### src/rtl/pulse_meas_sched.sv
// Round-robin owner of a shared 4-bit pulse counter: gates one requester's
// event line onto the counter for WINDOW cycles and reports the count delta.
module pulse_meas_sched #(
    parameter int WINDOW = 8
) (
    input  logic       clk,
    input  logic       rst,
    input  logic [3:0] req,
    input  logic [3:0] ev,
    input  logic [3:0] cnt_val,
    output logic       cnt_pulse,
    output logic [3:0] grant,
    output logic       busy,
    output logic       done,
    output logic [1:0] done_id,
    output logic [3:0] result
);
    // state | meaning
    // IDLE  | waiting for a request; round-robin pick from ptr
    // SNAP  | capture counter start value, load gate timer
    // GATE  | route ev[sel] onto the counter for WINDOW cycles
    // CAP   | latch counter delta and owner id
    // DONE  | one-cycle result strobe, advance ptr
    typedef enum logic [2:0] {IDLE, SNAP, GATE, CAP, DONE} state_t;

    localparam logic [3:0] GATE_LOAD = 4'(WINDOW - 1);

    state_t     state, state_nxt;
    logic [1:0] ptr, sel, pick, idx;
    logic [3:0] start, gcnt;
    logic       found;

    // Walk offsets high to low so the lowest offset from ptr wins.
    always_comb begin
        found = 1'b0;
        pick  = ptr;
        idx   = '0;
        for (int i = 3; i >= 0; i--) begin
            idx = ptr + 2'(i);
            if (req[idx]) begin
                found = 1'b1;
                pick  = idx;
            end
        end
    end

    always_comb begin
        state_nxt = state;
        case (state)
            IDLE:    if (found) state_nxt = SNAP;
            SNAP:    state_nxt = GATE;
            GATE:    if (gcnt == 4'd0) state_nxt = CAP;
            CAP:     state_nxt = DONE;
            DONE:    state_nxt = IDLE;
            default: state_nxt = IDLE;
        endcase
    end

    always_ff @(posedge clk or posedge rst) begin
        if (rst) begin
            state   <= IDLE;
            ptr     <= '0;
            sel     <= '0;
            start   <= '0;
            gcnt    <= '0;
            result  <= '0;
            done_id <= '0;
        end else begin
            state <= state_nxt;
            case (state)
                IDLE: if (found) sel <= pick;
                SNAP: begin
                    start <= cnt_val;
                    gcnt  <= GATE_LOAD;
                end
                GATE: if (gcnt != 4'd0) gcnt <= gcnt - 4'd1;
                CAP: begin
                    result  <= cnt_val - start;
                    done_id <= sel;
                end
                DONE: ptr <= sel + 2'd1;
                default: ;
            endcase
        end
    end

    // Outputs decode straight from state so an async reset clears them at once.
    always_comb begin
        busy      = (state != IDLE);
        done      = (state == DONE);
        cnt_pulse = (state == GATE) && ev[sel];
        grant     = busy ? (4'b0001 << sel) : 4'b0000;
    end
endmodule

### config.mk
export PLATFORM = sky130hd
export DESIGN_NAME = pulse_meas_sched
export DESIGN_NICKNAME = d
export VERILOG_FILES = /design/src/rtl/pulse_meas_sched.sv
export SDC_FILE = /design/constraint.sdc
export NUM_CORES = 1
export LEC_CHECK = 0
export ABC_AREA = 1
export CORE_MARGIN = 4
export CORE_UTILIZATION = 40
export CTS_BUF_LIST = sky130_fd_sc_hd__clkbuf_8
export DETAILED_ROUTE_END_ITERATION = 16
export GPL_TIMING_DRIVEN = 1
export PLACE_DENSITY = 0.73
export SETUP_SLACK_MARGIN = 0.5
export SYNTH_ARGS = -nofsm -noshare
export SYNTH_HDL_FRONTEND = slang
export SYNTH_SLANG_ARGS = --single-unit
### constraint.sdc
create_clock -name clk -period 1.55 [get_ports clk]
set_input_delay 0.2325 -clock clk [delete_from_list [all_inputs] [get_ports clk]]
set_output_delay 0.2325 -clock clk [all_outputs]
set_load 0.005 [all_outputs]
# Word-level counts from Yosys, hierarchy flattened
# Index checks and enable logic that the tools add are counted.
# classes
shift	1
order_cmp	5
n_eq_ne	7
muxes	24
reduce_logical	9
add_sub_neg	6
# op_table
op	count
2-bit by 3-bit < comparator with 1-bit output (second input constant)	5
3-bit one-hot mux with 4 select lines	1
1-bit binary-select mux with 2-bit select	5
1-bit 2-to-1 mux	9
2-bit 2-to-1 mux	4
4-bit 2-to-1 mux	2
4-bit one-hot mux with 2 select lines	1
3-bit by 2-bit equality test with 1-bit output (second input constant)	2
3-bit 2-to-1 mux	2
2-bit inequality test (second input constant)	3
2-bit AND reduction	3
2-bit by 1-bit adder with 2-bit output (second input constant)	2
2-bit adder (second input constant)	2
4-bit zero test	1
4-bit nonzero test	1
1-bit by 2-bit left shift with 4-bit output (first input constant)	1
4-bit by 1-bit subtractor with 4-bit output (second input constant)	1
4-bit subtractor	1
3-bit by 1-bit equality test with 1-bit output (second input constant)	1
3-bit equality test (second input constant)	1
3-bit zero test	1
3-bit nonzero test	1
2-bit nonzero test	1
1-bit logical AND	1
# totals
output_inout_bits	13
register_bits	21
wordCells	59
in_bits	14

# Depth between registers and ports, before layout
# depth
ltp_word	9
mapped_depth	12
ltp_nobuf	11

# Least setup slack after synthesis
# Ideal clock, no wire load.
# synth_timing
path_kind	reg2reg
from	register state[1]
to	register gcnt[2]
setup_slack_ns	0.267
arrival_ns	1.152
required_time_ns	1.419
stages_incl_launch_ff	6
n_path_buf	0
path_cell_list	dfrtp_1 -> nor3_4 -> inv_2 -> and2_4 -> o21ai_2 -> o211ai_1
# synth_between
elab_chain_len	3
# synth_rtl
element	line	rtl
start: declaration	28	state_t state, state_nxt;
start signal: assignment	69	state <= state_nxt;
3-bit by 2-bit equality test with 1-bit output or 3-bit by 1-bit equality test with 1-bit output (tied branches)	70	case (state)
2-bit inequality test (no line) or 2-bit nonzero test (tied branches)	n/a	
2-bit AND reduction (no line)	n/a	
end signal: assignment	76	GATE: if (gcnt != 4'd0) gcnt <= gcnt - 4'd1;
end: declaration	30	logic [3:0] start, gcnt;
# Several ways; a longest one is shown, not always the timed one.
# A chain may end at the register's enable or synchronous reset.

# Final worst setup path
# layout_timing
from	register state[0]
to	output port grant[3]
# layout_between
elab_chain_len	2
# layout_rtl
element	line	rtl
3-bit nonzero test	89	busy = (state != IDLE);
4-bit 2-to-1 mux	92	grant = busy ? (4'b0001 << sel) : 4'b0000;
end: declaration	12	output logic [3:0] grant,
# Every way passes these cells.

==> results by group <==
Setup path
  • FF-to-FF Start: state[0]
  • Worst R2R Path Depth: 9
  • Critical path's largest stage delay: 0.40 ns
  • CP max FO: 4
  • Worst r2r dst: gcnt[2]
  • Worst Setup Path Type: flip-flop to output pin
  • CP max-delay cell: dfrtp_1
  • Critical Path End Type: output pin
  • Worst path arrival time: 1.36 ns
  • Critical Path Source Type: flip-flop
  • R2R Setup Slk: -0.03 ns
  • Worst Path Required: 1.32 ns
  • Worst path cell trace: nor2_2, inv_1, nor2_2, buf_6, buf_6, nor2_1, buf_2

Yosys
  • Syn nets: 199
  • Dominant cell type by area after synthesis: dfrtp_1
  • Part of the Yosys area used for sequential elements: 38.4%
  • Top cell type's share of synthesized area: 38.4%
  • Post-Synthesis Cells: 176
  • Syn avg cell area: 7.78 um2
  • Top-count cell post-synth: nand2_1
  • Asr flop ratio synth: 100%
  • Top post-synthesis cells by area: dfrtp_1 (38%), nand2_1 (11%), inv_1 (7.7%)
  • Synthesis-stage register bit count: 21
  • Number of synthesized flops with an enable pin: 0
  • Yosys warns: 0
  • Synth cell count leaders: nand2_1 (40), inv_1 (28), dfrtp_1 (21), nor2_1 (12)
  • Netlist cell types: 27
  • Post-Syn Area: 1370 um2
  • Post-synth top flop: dfrtp_1

Die
  • I/O pins: 27
  • Die Area: 4430 um2
  • Initial Util: 43.5%
  • Core area: 3150 um2
  • Die X-Extent: 66.5 um
  • Die H: 66.5 um
  • Cell Rows: 20

Layout
  • Nets: 286
  • Antenna Cells: 0
  • Fill count: 215
  • Final Core Density: 76.7%
  • Non-Filler Instances: 306
  • Fraction of layout cells with a size suffix above 1: 61.8%
  • Area Overhead vs Synth: 76.5%

STA
  • Final Setup Violations: 6
  • Clock Skews: 0.00594 ns
  • Slew Limit Fails: 0
  • Worst setup margin: -0.0451 ns
  • Hold Vio Cnt, Final: 0
  • RSZ-0062 raised after global routing: yes
  • Final worst-path cycle share: 103%
  • Least-Margin Pin Slew: 0.287 ns
  • Tmin final: 1.60 ns
  • Fmax: 627 MHz
  • Rel. slew slack: 80.9%

Placement
  • Gpl congestion: 0.844
  • Placed insts: 259
  • Post-DP HPWL: 2190 um
  • Post-place setup slack: -0.203 ns
  • I/O Buffers: 26

Global routing
  • Largest net degree at the start of global routing: 22
  • First-pass GRT wire length: 6730 um
  • Initial antenna violation count: 0
  • Total track usage: 19.9%
  • Total gr overflow: 0
  • Vias in the first global route: 1461

Power and ir drop
  • Combinational share of power: 73.0%
  • Pwr per Cell Area: 2180 nW/um2
  • Psw: 2.36 mW
  • Pwr Total: 5.28 mW
  • Flop pwr share: 20.0%
  • Worst vdd ir: 1160 uV
  • Static leakage: 1.24 nW
  • Clk pwr share: 7.0%
  • Switch share: 44.7%
  • Internal: 2.92 mW

Status
  • Failing checks: setup timing
  • Outcome: finished with violations

Clocking
  • Clock buffer depth: 2
  • CTS Hold Bufs: 0
  • CTS Root Buffer Type: clkbuf_8
  • Clock transition at path regs: 0.08 ns
  • H-tree lvl count: 1
  • CTS tree: built
  • Num CTS Buffers: 3
  • # clock sinks: 21
  • Clock insertion delay at the later pin of the skew report: 0.26 ns

Routing
  • Antenna viol nets, final: 0
  • Routed len/inst: 15.1 um
  • DR iter-0 viols: 51
  • Via count: 1492
  • Drt drc: 0
  • WL final: 4630 um
  • Vias per cell: 4.88
  • TritonRoute pass-1 iters: 6

Hold path
  • Hold/Removal Path Class: primary input to asynchronous set/reset pin

Run
  • Max-cap viol count: 0
[power by group through the flow]
| stage | sequential, mW | combinational [mW] | clock (mW) |
|---|---|---|---|
| 2_1_floorplan | 0.979 | 1.48 | 0 |
| 3_3_place_gp | 1.02 | 2.24 | 0 |
| 3_5_place_dp | 1.02 | 2.28 | 0 |
| 4_1_cts | 1.01 | 3.00 | 0.369 |
| 5_1_grt | 1.07 | 4.19 | 0.399 |
| 6_report | 1.06 | 3.85 | 0.369 |
[area by class of cell]
cell class	count	area, um2	share of cell area (%)
multi-input combinational	120	960	39.7
timing repair buffer	83	681	28.1
sequential	21	531	21.9
inverter	33	139	5.74
tap	44	55.1	2.28
clock buffer	3	41.3	1.71
timing repair inverter	1	7.51	0.310
clock inverter	1	5.00	0.207
[cell usage in the layout (no fill, tap or decap), drive strengths merged]
cell           Yosys  final
nor2              15     15
ha                 8      8
a21oi              5      5
clkinv             0      1
o21a               1      1
buf                2     70
o21bai             1      1
inv               33     33
clkbuf             0      3
nand4              1      1
o21ai             16     16
dfrtp             21     21
and2               1      1
nor3               2      2
nand3             12     12
clkinvlp           0      1
clkdlybuf4s50      0     10
xor2               3      3
nand2             52     52
fa                 1      1
dlygate4sd2        0      3
o211ai             2      2
[per-layer routing]
metal  part of all wire, %  GRT usage, %  up-vias
met4                   3.2          7.11        0
met5                     0             0        -
met1                    39          23.7      717
met3                   2.9          2.36       14
met2                    55          36.4       43
li1                      -             -      718
[critical path, delay by kind of cell (launching register included)]
family	cells	cell delay [ns]
AND/OR/NAND/NOR	3	0.31
flip-flops	1	0.40
buffers and inverters	4	0.40
[registers in the layout, summed over array words and instances, names as in the netlist]
name	cells
sel	2
start	4
state	3
result	4
ptr	2
done_id	2
gcnt	4
[worst max-delay path by stage]
stage,startpoint,endpoint,slack (ns),depth (start not counted)
after detailed placement,ev[0],cnt_pulse,-0.20,6
after global placement,ev[0],cnt_pulse,-0.20,6
final,state[0],grant[3],-0.05,7
after CTS,state[2],grant[3],-0.01,7
after global routing,sel[0],grant[3],-0.1,6
after floorplan,state[0],gcnt[2],0.28,6
[stage by stage]
stage	TNS (ns)	hold WS [ns]	cell area (um2)
after floorplan	0	0.209	1430
after CTS	-0.0362	0.303	2170
after global routing	-0.607	0.330	2420
final	-0.162	0.301	2420
after detailed placement	-0.545	0.482	1830
after global placement	-0.434	0.474	1830
[repair_timing]
item	CTS	global route
buffers inserted	30	12
pin swaps	19	26
resized for setup	102	43
gates cloned	1	0
setup endpoints to repair	30	31
[cell families after synthesis]
kind of cell,synth area share [%]
and+or+nand+nor,29.2
buffers and inverters,10.8
AOI/OAI and AO/OA,11.0
DFF,38.4
adders and majority gates,8.77
xor gates and xnor gates,1.92
No activity file was read; power rests on OpenSTA's default activity.
